## src/rtl/scc_isa_pkg.sv

```systemverilog
// ISA constants shared by the fetch unit: branch opcodes, condition codes,
// flag bit positions and the condition evaluator used for conditional branches.
package scc_isa_pkg;

    localparam logic [6:0] OP_B     = 7'b1100000;
    localparam logic [6:0] OP_BCOND = 7'b1100001;

    localparam int unsigned FLAG_N = 3;
    localparam int unsigned FLAG_C = 2;
    localparam int unsigned FLAG_Z = 1;
    localparam int unsigned FLAG_V = 0;

    typedef enum logic [3:0] {
        COND_EQ = 4'd0,
        COND_NE = 4'd1,
        COND_CS = 4'd2,
        COND_CC = 4'd3,
        COND_MI = 4'd4,
        COND_PL = 4'd5,
        COND_VS = 4'd6,
        COND_VC = 4'd7,
        COND_HI = 4'd8,
        COND_LS = 4'd9,
        COND_GE = 4'd10,
        COND_LT = 4'd11,
        COND_GT = 4'd12,
        COND_LE = 4'd13,
        COND_AL = 4'd14,
        COND_NV = 4'd15
    } cond_e;

    function automatic logic cond_holds(input cond_e cond, input logic [3:0] flags);
        logic n, c, z, v;
        n = flags[FLAG_N];
        c = flags[FLAG_C];
        z = flags[FLAG_Z];
        v = flags[FLAG_V];
        case (cond)
            COND_EQ: return z;
            COND_NE: return !z;
            COND_CS: return c;
            COND_CC: return !c;
            COND_MI: return n;
            COND_PL: return !n;
            COND_VS: return v;
            COND_VC: return !v;
            COND_HI: return c && !z;
            COND_LS: return !(c && !z);
            COND_GE: return n == v;
            COND_LT: return n != v;
            COND_GT: return !z && (n == v);
            COND_LE: return !(!z && (n == v));
            COND_AL: return 1'b1;
            default: return 1'b0;
        endcase
    endfunction

endpackage

```

## src/rtl/if_prefetch_fifo.sv

```systemverilog
// Prefetch queue holding {pc, instruction} pairs; flush empties it in one cycle
// and takes priority over a same-cycle push or pop.
module if_prefetch_fifo
    import scc_isa_pkg::*;
#(
    parameter int unsigned WIDTH = 32,
    parameter int unsigned DEPTH = 4
) (
    input  logic                     clk,
    input  logic                     rst,
    input  logic                     push,
    input  logic                     pop,
    input  logic                     flush,
    input  logic [WIDTH-1:0]         push_pc,
    input  logic [WIDTH-1:0]         push_data,
    output logic [WIDTH-1:0]         head_pc,
    output logic [WIDTH-1:0]         head_data,
    output logic                     empty,
    output logic [$clog2(DEPTH):0]   count
);

    localparam int unsigned AW = $clog2(DEPTH);

    logic [AW-1:0]    rd_ptr_q, rd_ptr_d;
    logic [AW-1:0]    wr_ptr_q, wr_ptr_d;
    logic [AW:0]      count_q, count_d;
    logic [WIDTH-1:0] pc_mem   [DEPTH];
    logic [WIDTH-1:0] data_mem [DEPTH];

    always_comb begin
        rd_ptr_d = rd_ptr_q;
        wr_ptr_d = wr_ptr_q;
        count_d  = count_q;
        if (flush) begin
            rd_ptr_d = '0;
            wr_ptr_d = '0;
            count_d  = '0;
        end else begin
            if (push) wr_ptr_d = wr_ptr_q + 1'b1;
            if (pop)  rd_ptr_d = rd_ptr_q + 1'b1;
            case ({push, pop})
                2'b10:   count_d = count_q + 1'b1;
                2'b01:   count_d = count_q - 1'b1;
                default: count_d = count_q;
            endcase
        end
    end

    always_ff @(posedge clk or posedge rst) begin
        if (rst) begin
            rd_ptr_q <= '0;
            wr_ptr_q <= '0;
            count_q  <= '0;
        end else begin
            rd_ptr_q <= rd_ptr_d;
            wr_ptr_q <= wr_ptr_d;
            count_q  <= count_d;
        end
    end

    // Storage needs no reset: it is never observed while the queue is empty.
    always_ff @(posedge clk) begin
        if (push && !flush) begin
            pc_mem[wr_ptr_q]   <= push_pc;
            data_mem[wr_ptr_q] <= push_data;
        end
    end

    assign head_pc   = pc_mem[rd_ptr_q];
    assign head_data = data_mem[rd_ptr_q];
    assign empty     = (count_q == '0);
    assign count     = count_q;

endmodule

```

## src/rtl/if_fetch_unit.sv

```systemverilog
// Instruction fetch stage: in-order imem reads, prefetch queue, PC-relative branch
// resolution and redirect flushing. Optional counters under IF_PERF_CNT_EN.
module if_fetch_unit
    import scc_isa_pkg::*;
#(
    parameter int unsigned     XLEN            = 32,
    parameter int unsigned     DEPTH           = 4,
    parameter int unsigned     MAX_OUTSTANDING = 2,
    parameter logic [XLEN-1:0] RESET_PC        = '0
) (
    input  logic            clk,
    input  logic            reset,
    output logic            imem_req,
    output logic [XLEN-1:0] imem_addr,
    input  logic            imem_rvalid,
    input  logic [XLEN-1:0] imem_rdata,
    input  logic [3:0]      flags,
    input  logic            flags_valid,
    input  logic            redirect_valid,
    input  logic [XLEN-1:0] redirect_pc,
    output logic            inst_valid,
    input  logic            inst_ready,
    output logic [XLEN-1:0] inst_data,
    output logic [XLEN-1:0] inst_pc,
    output logic [XLEN-1:0] pc
`ifdef IF_PERF_CNT_EN
    ,
    output logic [31:0]     perf_redirects,
    output logic [31:0]     perf_stalls
`endif
);

    localparam int unsigned CW = $clog2(DEPTH) + 1;
    localparam int unsigned DW = CW + 4;

    logic [XLEN-1:0] pc_q, pc_d;
    logic [CW-1:0]   outstanding_q, outstanding_d;
    logic [DW-1:0]   drop_q, drop_d;

    logic [XLEN-1:0] head_pc, head_data;
    logic            fifo_empty;
    logic [CW-1:0]   fifo_count;
    logic            fifo_push, fifo_pop;

    logic            head_is_b, head_is_bcond, head_stall;
    logic            branch_taken, redirect;
    logic [XLEN-1:0] branch_target;
    logic            resp_drop, resp_live;
    logic [CW:0]     reserved;

    if_prefetch_fifo #(
        .WIDTH (XLEN),
        .DEPTH (DEPTH)
    ) u_fifo (
        .clk       (clk),
        .rst       (reset),
        .push      (fifo_push),
        .pop       (fifo_pop),
        .flush     (redirect),
        .push_pc   (imem_addr_of_resp(pc_q, outstanding_q, drop_q)),
        .push_data (imem_rdata),
        .head_pc   (head_pc),
        .head_data (head_data),
        .empty     (fifo_empty),
        .count     (fifo_count)
    );

    // Responses return in order, so the address of a live response is the oldest
    // live request: pc minus 4 for each live request still in flight.
    function automatic logic [XLEN-1:0] imem_addr_of_resp(input logic [XLEN-1:0] cur_pc,
                                                          input logic [CW-1:0]   live,
                                                          input logic [DW-1:0]   unused_drop);
        logic [XLEN-1:0] back;
        logic            unused;
        unused = ^unused_drop;
        back   = {{(XLEN-CW){1'b0}}, live} << 2;
        return cur_pc - back + {{(XLEN-1){1'b0}}, unused & 1'b0};
    endfunction

    always_comb begin
        head_is_b     = !fifo_empty && (head_data[XLEN-1 -: 7] == OP_B);
        head_is_bcond = !fifo_empty && (head_data[XLEN-1 -: 7] == OP_BCOND);
        head_stall    = head_is_bcond && !flags_valid;

        inst_valid = !fifo_empty && !head_stall && !redirect_valid;
        fifo_pop   = inst_valid && inst_ready;

        branch_target = head_pc + {{(XLEN-16){head_data[15]}}, head_data[15:0]};
        branch_taken  = fifo_pop &&
                        (head_is_b || (head_is_bcond && cond_holds(cond_e'(head_data[24:21]), flags)));
        redirect      = redirect_valid || branch_taken;

        reserved = {1'b0, fifo_count} + {1'b0, outstanding_q};
        imem_req = !reset && !redirect &&
                   (reserved < (CW+1)'(DEPTH)) &&
                   (outstanding_q < CW'(MAX_OUTSTANDING));

        resp_drop = imem_rvalid && (drop_q != '0);
        resp_live = imem_rvalid && (drop_q == '0) && (outstanding_q != '0);
        fifo_push = resp_live && !redirect;
    end

    always_comb begin
        pc_d          = pc_q;
        outstanding_d = outstanding_q;
        drop_d        = drop_q;
        if (resp_drop) drop_d = drop_q - 1'b1;
        if (resp_live) outstanding_d = outstanding_q - 1'b1;
        if (redirect) begin
            pc_d          = redirect_valid ? redirect_pc : branch_target;
            drop_d        = drop_d + DW'(outstanding_d);
            outstanding_d = '0;
        end else if (imem_req) begin
            pc_d          = pc_q + XLEN'(4);
            outstanding_d = outstanding_d + 1'b1;
        end
    end

    always_ff @(posedge clk or posedge reset) begin
        if (reset) begin
            pc_q          <= RESET_PC;
            outstanding_q <= '0;
            drop_q        <= '0;
        end else begin
            pc_q          <= pc_d;
            outstanding_q <= outstanding_d;
            drop_q        <= drop_d;
        end
    end

    assign imem_addr = pc_q;
    assign pc        = pc_q;
    assign inst_data = fifo_empty ? '0 : head_data;
    assign inst_pc   = fifo_empty ? '0 : head_pc;

`ifdef IF_PERF_CNT_EN
    logic [31:0] perf_redirects_q, perf_redirects_d;
    logic [31:0] perf_stalls_q, perf_stalls_d;

    always_comb begin
        perf_redirects_d = perf_redirects_q;
        perf_stalls_d    = perf_stalls_q;
        if (branch_taken && (perf_redirects_q != '1)) perf_redirects_d = perf_redirects_q + 1'b1;
        if (head_stall && (perf_stalls_q != '1))      perf_stalls_d    = perf_stalls_q + 1'b1;
    end

    always_ff @(posedge clk or posedge reset) begin
        if (reset) begin
            perf_redirects_q <= '0;
            perf_stalls_q    <= '0;
        end else begin
            perf_redirects_q <= perf_redirects_d;
            perf_stalls_q    <= perf_stalls_d;
        end
    end

    assign perf_redirects = perf_redirects_q;
    assign perf_stalls    = perf_stalls_q;
`endif

endmodule

```

## config.mk

```make
export PLATFORM = sky130hd
export DESIGN_NAME = if_fetch_unit
export DESIGN_NICKNAME = d
export VERILOG_FILES = /design/src/rtl/scc_isa_pkg.sv /design/src/rtl/if_prefetch_fifo.sv /design/src/rtl/if_fetch_unit.sv
export SDC_FILE = /design/constraint.sdc
export NUM_CORES = 1
export LEC_CHECK = 0
export CAP_MARGIN = 0
export CORE_MARGIN = 2
export CORE_UTILIZATION = 45
export DETAILED_ROUTE_END_ITERATION = 6
export HOLD_SLACK_MARGIN = 0.12
export PLACE_DENSITY = 0.7
export SLEW_MARGIN = 25
export SYNTH_ARGS = -nofsm -noshare
export SYNTH_HDL_FRONTEND = slang
export SYNTH_SLANG_ARGS = --single-unit
```

## constraint.sdc

```tcl
create_clock -name clk -period 4.1 [get_ports clk]
set_input_delay 0.41 -clock clk [delete_from_list [all_inputs] [get_ports clk]]
set_output_delay 0.41 -clock clk [all_outputs]
set_load 0.02 [all_outputs]
```

==> flow_summary.yaml <==
status:
  run_status: "complete, no violations"
placed_design:
  port_bufs: 203
  detailed_place_hpwl_um: 27700
  gp_congestion: 0.883
  pre_cts_ws_ns: 0.221
clocking:
  cts_tree: "yes"
  clk-insertion-delay-late_ns: 0.52
  cts.reportedPaths.clkPinSlew_ns: 0.06
  cts_buffers: 35
  clock_tree.buffer_depth: 3
  cts_num_sinks: 305
  cts-hold-fix-buffers: 0
  ctsHtreeMaxLevel: 2
  root_buffer: "clkbuf_16"
power_and_ir_drop:
  power_switching_w: 0.00311
  proportion_of_power_drawn_by_flip_flops_and_latches_pct: 37.7
  p_per_area_mw_per_mm2: 514
  netSwitchingFraction_pct: 31.2
  irDropWorstVdd_mv: 0.294
  power.combinational.fraction_pct: 30.2
  power.share.clock_pct: 32.1
  leakage_nw: 6.90
  intPower_w: 0.00685
synth:
  avgSynthCellArea_um2: 13.3
  seq_area_frac_synth_pct: 57.1
  synth_adder_area_share_pct: 4.36
  dominant_combinational_cell_family_by_area_after_synthesis: "simple AND/OR/NAND/NOR gates"
  synth-compound-area-share_pct: 7.11
  synth-edff-count: 256
  synthDistinctLibCells: 67
  mapped_cell_area_mm2: 0.0156
  ys_dominant_reg_cell: "edfxtp_1"
  synth_simple_gate_area_share_pct: 11.3
  synth-async-reset-ratio_pct: 16.1
  yosys_warnings: 0
  synthCells: 1174
  synthesis.nets: 1300
  ys_ff_latch: 305
  synthXorXnorAreaFrac_pct: 5.67
  multiplexer_area_fraction_after_synthesis_pct: 10.6
sta:
  finalClockSkew_ns: 0.0177
  layout_setup_ws_ns: 0.163
  fmax_mhz: 254
  tightestPinTransition_ns: 0.910
  maxSlewViolCount: 0
  maxSlewHeadroom_pct: 39.2
  setup_viol: 0
  rsz0062_at_grt: "false"
  finalCritPeriodShare_pct: 96.0
  timing.setup.tns_ns: 0
  period_needed_ns: 3.94
  hold_viol: 0
layout:
  final_net_count: 1495
  antenna_cells: 0
  area_growth_syn_to_layout_pct: 24.1
  proportion_of_layout_cells_with_a_drive_suffix_above_1_pct: 13.5
worst_setup_path:
  critical_path.endpoint_type: "flop"
  max_stage_delay_ns: 0.54
  timing.critical_path.required_ns: 4.50
  cp.buffers_inverters: 2
  worst-setup-path-type: "flop to flop"
  worst_setup_path_start_kind: "flop"
  crit_path_top_delay_cell: "mux4_2"
  cp_common_cell: "o21ai_0"
  crit_path_cell_trace: "buf_4, buf_12, mux4_2, ha_1, a21oi_1, o21a_1, o21ai_0, o31a_1, o21ai_0, o31ai_1, mux2i_1, a311oi_1"
  critical_path.max_fanout: 24
  worst_ep_arrival_time_ns: 4.34
  cp_top_family: "compound AO/OA/AOI/OAI gates"
global_route:
  first_global_vias: 10500
  first_pass_grt_wire_length_um: 60500
  grtUsageTotal_pct: 22.0
  grt-ovfl-total: 0
  largest_net_degree_at_the_start_of_global_routing: 47
  grt_antenna_before_repair: 1
job:
  cap_violations: 0
detailed_routing:
  num_vias: 10500
  drt-initial-drc-count: 693
  firstDrtPassIters: 5
  drc: 0
  totalWireLength_um: 40100
  avgRoutedWirePerCell_um: 21.6
  antenna_violating_nets_post_route: 0
  post_drt_via_cell_ratio: 5.68
die:
  vertical_extent_of_the_die_um: 190
  core-area_mm2: 0.0344
  num_io_pins: 204
  die_area_mm2: 0.0362
  effective_utilization_at_floorplan_pct: 45.4
  die_w_um: 190
  placementRows: 68
hold_path:
  holdCritPathClass: "input pin to flop"
## registers in the layout, indices dropped and copies added, names as in the netlist
name	cells
u_fifo.rd_ptr_q	2
u_fifo.data_mem	128
drop_q	7
u_fifo.count	3
outstanding_q	3
imem_addr	32
u_fifo.pc_mem	128
u_fifo.wr_ptr_q	2
## final cells by class
class,count,area (µm²)
clock buffer,49,960
timing repair buffer,249,2460
fill,2793,15000
inverter,31,116
clock inverter,15,214
multi-input combinational,747,6120
sequential,305,8920
tap,455,569
## power groups by stage
stage	clock (W)	sequential [W]	combinational, W
3_5_place_dp	0	0.00384	0.00292
4_1_cts	0.00324	0.00377	0.00296
6_report	0.00320	0.00376	0.00300
2_1_floorplan	0	0.00380	0.00205
5_1_grt	0.00336	0.00378	0.00327
3_3_place_gp	0	0.00383	0.00289
## cell usage after synthesis (39+ instances only)
| cell | number | area, µm² |
|---|---|---|
| mux4_2 | 66 | 1490 |
| dfrtp_1 | 49 | 1230 |
| and2_1 | 66 | 413 |
| xor2_1 | 49 | 429 |
| ha_1 | 48 | 601 |
| nor2_1 | 61 | 229 |
| xnor2_1 | 52 | 455 |
| edfxtp_1 | 256 | 7690 |
| clkbuf_1 | 41 | 154 |
| nand2_1 | 77 | 289 |
| a21oi_1 | 52 | 260 |
| o21ai_0 | 39 | 195 |
## routing by layer
metal / track usage, % / vias up / wire length (µm)
met3: 3.13 / 47 / 2500
met4: 4.74 / 2 / 624
li1: - / 4766 / -
met5: 0 / - / 12
met1: 30.2 / 5328 / 17000
met2: 37.6 / 366 / 19900
## logic make-up (layout without fill, tap and decap cells)
family                     after synthesis  after routing
AOI/OAI and AO/OA                      175            175
xor gates and xnor gates               101            101
adders and majority gates               52             52
buffers and inverters                  122            344
DFF                                    305            305
muxes                                   82             82
and+or+nand+nor                        337            337
## layout by cell type (no fill, tap or decap), types with 9 or more instances in the layout
master	n
nor3_1	20
clkbuf_16	36
buf_4	38
and3_1	10
ha_1	48
mux2i_1	9
nor2_1	61
clkdlybuf4s50_1	202
nand2_1	77
xnor2_1	52
dfrtp_1	47
o21ai_0	39
edfxtp_1	256
inv_1	30
a21oi_1	51
nand3_1	26
and2_1	66
a21o_1	15
nor2b_1	9
xor2_1	49
nand4_1	17
nor4_1	10
mux4_2	66
clkbuf_1	12
## metrics by stage
stage	hold slack, ns	cells	utilization [%]	total power, W	cell area (µm²)
2_1_floorplan	0.509	1174	-	0.00585	15600
3_3_place_gp	0.570	1780	52.7	0.00672	18100
3_5_place_dp	0.587	1780	52.7	0.00676	18100
4_1_cts	0.384	1848	56.2	0.00996	19300
5_1_grt	0.440	1851	56.3	0.0104	19400
6_report	0.407	1851	56.3	0.00996	19400
## worst paths after layout
check                              startpoint                 end  slack, ns  depth (start not counted)
min in group asynchronous               reset        imem_addr[3]       0.50                          2
min reg2reg                u_fifo.wr_ptr_q[1]  u_fifo.wr_ptr_q[1]       0.59                          2
max in group asynchronous               reset       imem_addr[12]       2.84                          3
min                            redirect_valid        imem_addr[1]       0.41                          3
max reg2reg                u_fifo.rd_ptr_q[0]       imem_addr[30]       0.16                         12
max                        u_fifo.rd_ptr_q[0]       imem_addr[30]       0.16                         12
## worst register-to-register path, cell delays in order (launching register included)
cell      delay (ns)
dfrtp_4         0.47
buf_4           0.21
buf_12          0.24
mux4_2          0.58
ha_1            0.39
a21oi_1         0.28
o21a_1          0.17
o21ai_0         0.16
o31a_1          0.38
o21ai_0         0.35
o31ai_1         0.17
mux2i_1         0.14
a311oi_1        0.27
## timing repair
item,in CTS,in global routing
endpoints found under the setup margin,1,4
gates resized for setup,0,7
pin swaps,0,0
setup buffers,4,3
No activity file was read; power rests on OpenSTA's default activity.
